`src/rtl/clock_pkg.sv`:
```
// clock_pkg: shared state encoding, wrap moduli and field helpers for the digital clock
package clock_pkg;
  typedef enum logic [1:0] {
    RUN      = 2'd0,
    SET_HOUR = 2'd1,
    SET_MIN  = 2'd2,
    SET_SEC  = 2'd3
  } state_t;

  localparam int HOUR_MOD = 24;
  localparam int MS_MOD   = 60;

  function automatic logic [7:0] wrap_step(input logic [7:0] v, input logic [7:0] m, input logic inc);
    return inc ? ((v >= m - 8'd1) ? 8'd0 : v + 8'd1) : ((v == 8'd0) ? m - 8'd1 : v - 8'd1);
  endfunction

  function automatic logic [7:0] clamp(input logic [7:0] v, input logic [7:0] m);
    return (v >= m) ? 8'd0 : v;
  endfunction

  function automatic logic [2:0] sel_of(input state_t s);
    return (s == SET_HOUR) ? 3'b100 : (s == SET_MIN) ? 3'b010 : (s == SET_SEC) ? 3'b001 : 3'b000;
  endfunction
endpackage

```
`src/rtl/key_debounce.sv`:
```
// key_debounce: 2-FF synchronizer, steady-level debouncer and one-cycle press pulse
module key_debounce #(
  parameter logic [19:0] DEB_CYCLES = 20'd1_000_000
) (
  input  logic clk,
  input  logic rst_n,
  input  logic key,
  output logic press
);
  logic s1, s2, lvl;
  logic [19:0] cnt;
  // accept a new level after DEB_CYCLES equal samples; pulse only on the accepted rise
  always_ff @(posedge clk or negedge rst_n) begin
    if (!rst_n) begin
      s1    <= 1'b0;
      s2    <= 1'b0;
      lvl   <= 1'b0;
      cnt   <= 20'd0;
      press <= 1'b0;
    end else begin
      s1    <= key;
      s2    <= s1;
      press <= s2 & ~lvl & (cnt == DEB_CYCLES - 20'd1);
      cnt   <= (s2 == lvl || cnt == DEB_CYCLES - 20'd1) ? 20'd0 : cnt + 20'd1;
      lvl   <= (s2 != lvl && cnt == DEB_CYCLES - 20'd1) ? s2 : lvl;
    end
  end
endmodule

```
`src/rtl/clock_set_ctrl.sv`:
```
// clock_set_ctrl: button-driven time-setting FSM driving counter preset values and enables
module clock_set_ctrl
  import clock_pkg::*;
#(
  parameter logic [19:0] DEB_CYCLES     = 20'd1_000_000,
  parameter logic [31:0] TIMEOUT_CYCLES = 32'd500_000_000,
  parameter int          HOUR_MOD       = clock_pkg::HOUR_MOD,
  parameter int          MS_MOD         = clock_pkg::MS_MOD
) (
  input  logic       clk,
  input  logic       _CR,
  input  logic       key_mode,
  input  logic       key_up,
  input  logic       key_down,
  input  logic [7:0] show_hour,
  input  logic [7:0] show_min,
  input  logic [7:0] show_sec,
  output logic       PE_hour,
  output logic       PE_min,
  output logic       PE_sec,
  output logic [7:0] pre_hour,
  output logic [7:0] pre_min,
  output logic [7:0] pre_sec,
  output logic [2:0] set_sel
);
  localparam logic [7:0] HM = 8'(HOUR_MOD);
  localparam logic [7:0] MM = 8'(MS_MOD);
  state_t state, nxt;
  logic mode_p, up_p, down_p, inc, dec, tmo, pe;
  logic [31:0] tcnt;

  key_debounce #(.DEB_CYCLES(DEB_CYCLES)) u_mode (.clk(clk), .rst_n(_CR), .key(key_mode), .press(mode_p));
  key_debounce #(.DEB_CYCLES(DEB_CYCLES)) u_up   (.clk(clk), .rst_n(_CR), .key(key_up),   .press(up_p));
  key_debounce #(.DEB_CYCLES(DEB_CYCLES)) u_down (.clk(clk), .rst_n(_CR), .key(key_down), .press(down_p));

  // mode beats up/down; simultaneous up and down cancel
  assign inc = up_p & ~down_p & ~mode_p;
  assign dec = down_p & ~up_p & ~mode_p;
  assign tmo = (state != RUN) && (tcnt == TIMEOUT_CYCLES - 32'd1);
  assign nxt = mode_p ? ((state == SET_SEC) ? RUN : state_t'(state + 2'd1)) : RUN;
  assign PE_hour = pe;
  assign PE_min  = pe;
  assign PE_sec  = pe;

  // state walk, capture on leaving RUN, field edits and idle timeout
  always_ff @(posedge clk or negedge _CR) begin
    if (!_CR) begin
      state    <= RUN;
      pe       <= 1'b0;
      set_sel  <= 3'b000;
      pre_hour <= 8'd0;
      pre_min  <= 8'd0;
      pre_sec  <= 8'd0;
      tcnt     <= 32'd0;
    end else if (mode_p || tmo) begin
      state    <= nxt;
      pe       <= (nxt != RUN);
      set_sel  <= sel_of(nxt);
      tcnt     <= 32'd0;
      pre_hour <= (state == RUN) ? clamp(show_hour, HM) : pre_hour;
      pre_min  <= (state == RUN) ? clamp(show_min, MM) : pre_min;
      pre_sec  <= (state == RUN) ? clamp(show_sec, MM) : pre_sec;
    end else begin
      tcnt     <= (state == RUN || up_p || down_p) ? 32'd0 : tcnt + 32'd1;
      pre_hour <= (state == SET_HOUR && (inc || dec)) ? wrap_step(pre_hour, HM, inc) : pre_hour;
      pre_min  <= (state == SET_MIN && (inc || dec)) ? wrap_step(pre_min, MM, inc) : pre_min;
      pre_sec  <= (state == SET_SEC && (inc || dec)) ? wrap_step(pre_sec, MM, inc) : pre_sec;
    end
  end
endmodule

```
`config.mk`:
```
export PLATFORM = sky130hd
export DESIGN_NAME = clock_set_ctrl
export DESIGN_NICKNAME = d
export VERILOG_FILES = /design/src/rtl/clock_pkg.sv /design/src/rtl/key_debounce.sv /design/src/rtl/clock_set_ctrl.sv
export SDC_FILE = /design/constraint.sdc
export NUM_CORES = 1
export LEC_CHECK = 0
export CORE_ASPECT_RATIO = 1.2
export CORE_MARGIN = 1
export CORE_UTILIZATION = 40
export DETAILED_ROUTE_END_ITERATION = 8
export SYNTH_ARGS = -nofsm -noshare
export SYNTH_HDL_FRONTEND = slang
export SYNTH_SLANG_ARGS = --single-unit
```
`constraint.sdc`:
```
create_clock -name clk -period 7.15 [get_ports clk]
set_clock_uncertainty 0.05 [all_clocks]
set_input_delay 1.43 -clock clk [delete_from_list [all_inputs] [get_ports clk]]
set_output_delay 1.43 -clock clk [all_outputs]
set_load 0.005 [all_outputs]
```
==> flow_metrics.py <==
metrics = {
    "worst_setup_path": {
        "critical_path.endpoint_type": "flop",
        "critPathSlowestCell": "nand2_1",
        "worstPathArrival_ns": 3.71,
        "r2r_start": "tcnt[12]",
        "worstPathBufferInverterCount": 1,
        "r2r_end": "tcnt[3]",
        "crit_fanout": 60,
        "cpLargestDelayFamily": "simple AND/OR/NAND/NOR gates",
        "crit_path_max_incr_delay_ns": 0.87,
        "cp.required_ns": 7.35,
        "crit_path_cell_trace": "or4b_1 > or4_1 > o41a_2 > buf_4 > nand2_1 > nor2_1",
        "reg2regPathDepth": 6,
        "cp-start-kind": "flop",
        "r2r_slack_ns": 3.64,
        "path_class": "flop to flop",
    },
    "synth": {
        "yosys_warnings": 0,
        "synth.avg_cell_area_um2": 9.36,
        "ys_types": 57,
        "mappedNetlistNets": 832,
        "ys_seq_area_frac": 0.456,
        "ys.flop_type": "dfrtp_1",
        "netlist_area_mm2": 0.00736,
        "synth-seq-cells": 134,
        "syn_inst": 786,
        "async_flop_share": 1.00,
        "synth_edf_count": 0,
    },
    "status": {
        "status": "complete, no violations",
    },
    "route": {
        "wl_met3_um": 366,
        "first_pass_iters": 5,
        "ant_nets": 0,
        "drt_iter0_drc": 234,
        "drt_wl_total_um": 15600,
        "vias": 5765,
        "top_layer_used": "met4",
        "drt-vias-per-instance": 5.41,
        "wl_per_cell_um": 14.7,
        "wl_met1_um": 7500,
        "drc": 0,
        "met2_length_um": 7590,
    },
    "global_routing": {
        "antenna_found_initial": 0,
        "grt.total_usage": 0.175,
        "grt_max_degree": 71,
        "first_global_vias": 5597,
        "grt-ovfl-total": 0,
        "grt_pass1_wl_um": 26800,
    },
    "final_layout": {
        "antenna-diode-count": 0,
        "layout.nets": 875,
        "drive_gt1_frac": 0.0629,
        "final_core_util": 0.480,
        "fin_cells": 1066,
        "fillers": 1726,
        "area_growth_pct": 18.2,
        "fin_area_mm2": 0.00870,
    },
    "clocking": {
        "clk_pin_slew_ns": 0.06,
        "clock_path_buffers": 2,
        "cts_tree": "done",
        "insertion_delay_ns": 0.42,
        "cts_root_buf": "clkbuf_16",
        "cts_sinks": 134,
        "numCtsBuffers": 17,
        "h-tree-depth": 4,
        "cts_resized": 0,
        "holdBufCountCts": 0,
        "cts_setup_buffers": 0,
    },
    "sta": {
        "setup_tns_ns": 0,
        "slew_headroom": 0.149,
        "post-route-min-period_ns": 3.51,
        "final.setup.worst_slack_ns": 3.64,
        "tightestPinTransition_ns": 1.24,
        "rsz0062_at_grt": "no",
        "hold_slack_ns": 0.300,
        "final-setup-viol-count": 0,
        "slew_violations": 0,
        "max_freq_ghz": 0.285,
        "hold_viol": 0,
        "layout_worst_path_cycle_share": 0.491,
    },
    "pwr": {
        "seqPwrFrac": 0.449,
        "p_switching_mw": 0.378,
        "p_leak_nw": 3.58,
        "finalPower_mw": 1.71,
        "peakVddDrop_mv": 0.154,
        "clock_power_share": 0.523,
        "swShare": 0.220,
        "power.density_mw_per_mm2": 197,
        "comb_power_share": 0.028,
        "internal-power_mw": 1.34,
    },
    "die": {
        "pin_count": 59,
        "dieArea_mm2": 0.0190,
        "fp.dieH_um": 151,
        "core_area_mm2": 0.0181,
        "dieWidth_um": 126,
        "rows": 54,
        "start_util": 0.407,
    },
    "hold_path": {
        "min_to": "u_down.s2",
        "min_path_type": "flop to flop",
        "min_from": "u_down.s1",
        "whs_path_depth": 0,
    },
    "placed_design": {
        "gp_congestion": 0.780,
        "place_inst": 1034,
        "port_buffers": 58,
        "pre_cts_ws_ns": 3.48,
        "post_dp_cell_area_mm2": 0.00809,
        "hpwl_um": 10500,
    },
    "job": {
        "max_cap_viol_count": 0,
    },
}
==> logic make-up (layout without fill, tap and decap cells) <==
group / after synthesis / in the layout / share of synthesized area
compound gates: 114 / 114 / 0.104
buf+inv: 64 / 120 / 0.0355
simple gates: 360 / 360 / 0.256
mux: 17 / 17 / 0.0250
fa+ha+maj: 17 / 17 / 0.0289
xor+xnor: 80 / 80 / 0.0952
flops: 134 / 134 / 0.456
==> placed cells by master, fill, tap and decap left out, types with 5 or more instances in the layout <==
cell	instances
a211oi_1	10
a21o_1	5
a21oi_1	20
a31oi_1	17
and2_1	14
and3_1	22
and4_1	13
clkbuf_16	17
clkdlybuf4s50_1	57
dfrtp_1	134
ha_1	17
inv_1	27
mux2_2	5
mux2i_1	9
nand2_1	50
nand3_1	47
nand3b_1	12
nand4_1	16
nor2_1	106
nor3_1	17
nor3b_1	8
nor4_1	12
o211ai_1	8
o21ai_0	24
o221ai_1	8
or2_2	7
or3_1	13
or4_1	6
xnor2_1	41
xor2_1	39
==> worst max path at each step <==
stage	endpoint	depth (start not counted)	startpoint
5_1_grt	tcnt[3]	6	tcnt[12]
6_report	tcnt[3]	6	tcnt[12]
2_1_floorplan	pre_hour[1]	4	show_hour[3]
4_1_cts	tcnt[3]	6	tcnt[12]
3_5_place_dp	pre_hour[1]	5	show_hour[3]
3_3_place_gp	pre_hour[1]	5	show_hour[3]
==> Yosys cell counts, drive strengths merged (9+ instances only) <==
cell    count  area [um^2]
a211oi     10         75.1
a21oi      20          100
a31oi      17          106
and2       14         87.6
and3       22          138
and4       13          114
buf         9         55.0
clkbuf     28          105
dfrtp     134         3350
ha         17          213
inv        27          101
mux2i       9         90.1
nand2      50          188
nand3      47          235
nand3b     12         90.1
nand4      16          100
nor2      106          398
nor3       17         85.1
nor3b       9         67.6
nor4       12         75.1
o21ai      24          120
or3        13         81.3
xnor2      41          359
xor2       39          342
==> power by group through the flow <==
stage	sequential, mW	clock [mW]	combinational (mW)
floorplan	0.782	0	0.0148
global placement	0.783	0	0.0501
detailed placement	0.783	0	0.0500
CTS	0.769	0.921	0.0502
global route	0.769	0.954	0.0563
finish	0.769	0.897	0.0480
==> final cells by class <==
| cell class | instances | area, um^2 | area share |
|---|---|---|---|
| Inverter | 27 | 101 | 0.0117 |
| Multi-Input combinational cell | 588 | 3750 | 0.431 |
| Clock inverter | 14 | 178 | 0.0204 |
| Clock buffer | 18 | 429 | 0.0493 |
| Tap cell | 224 | 280 | 0.0322 |
| Timing Repair Buffer | 61 | 604 | 0.0695 |
| Sequential cell | 134 | 3350 | 0.386 |
==> sequential cells by signal, indices dropped and copies added (netlist names), 2 cells and up <==
name        cells
set_sel         3
state           2
u_up.cnt       20
u_down.cnt     20
tcnt           32
pre_min         8
pre_sec         8
u_mode.cnt     20
pre_hour        8
==> per-layer routing <==
metal,GRT usage,up-vias
met5,0,-
met4,0.0554,0
met3,0.0334,13
met2,0.305,85
met1,0.220,2776
li1,-,2891
Note: power is estimated with default switching activity, not from simulation.
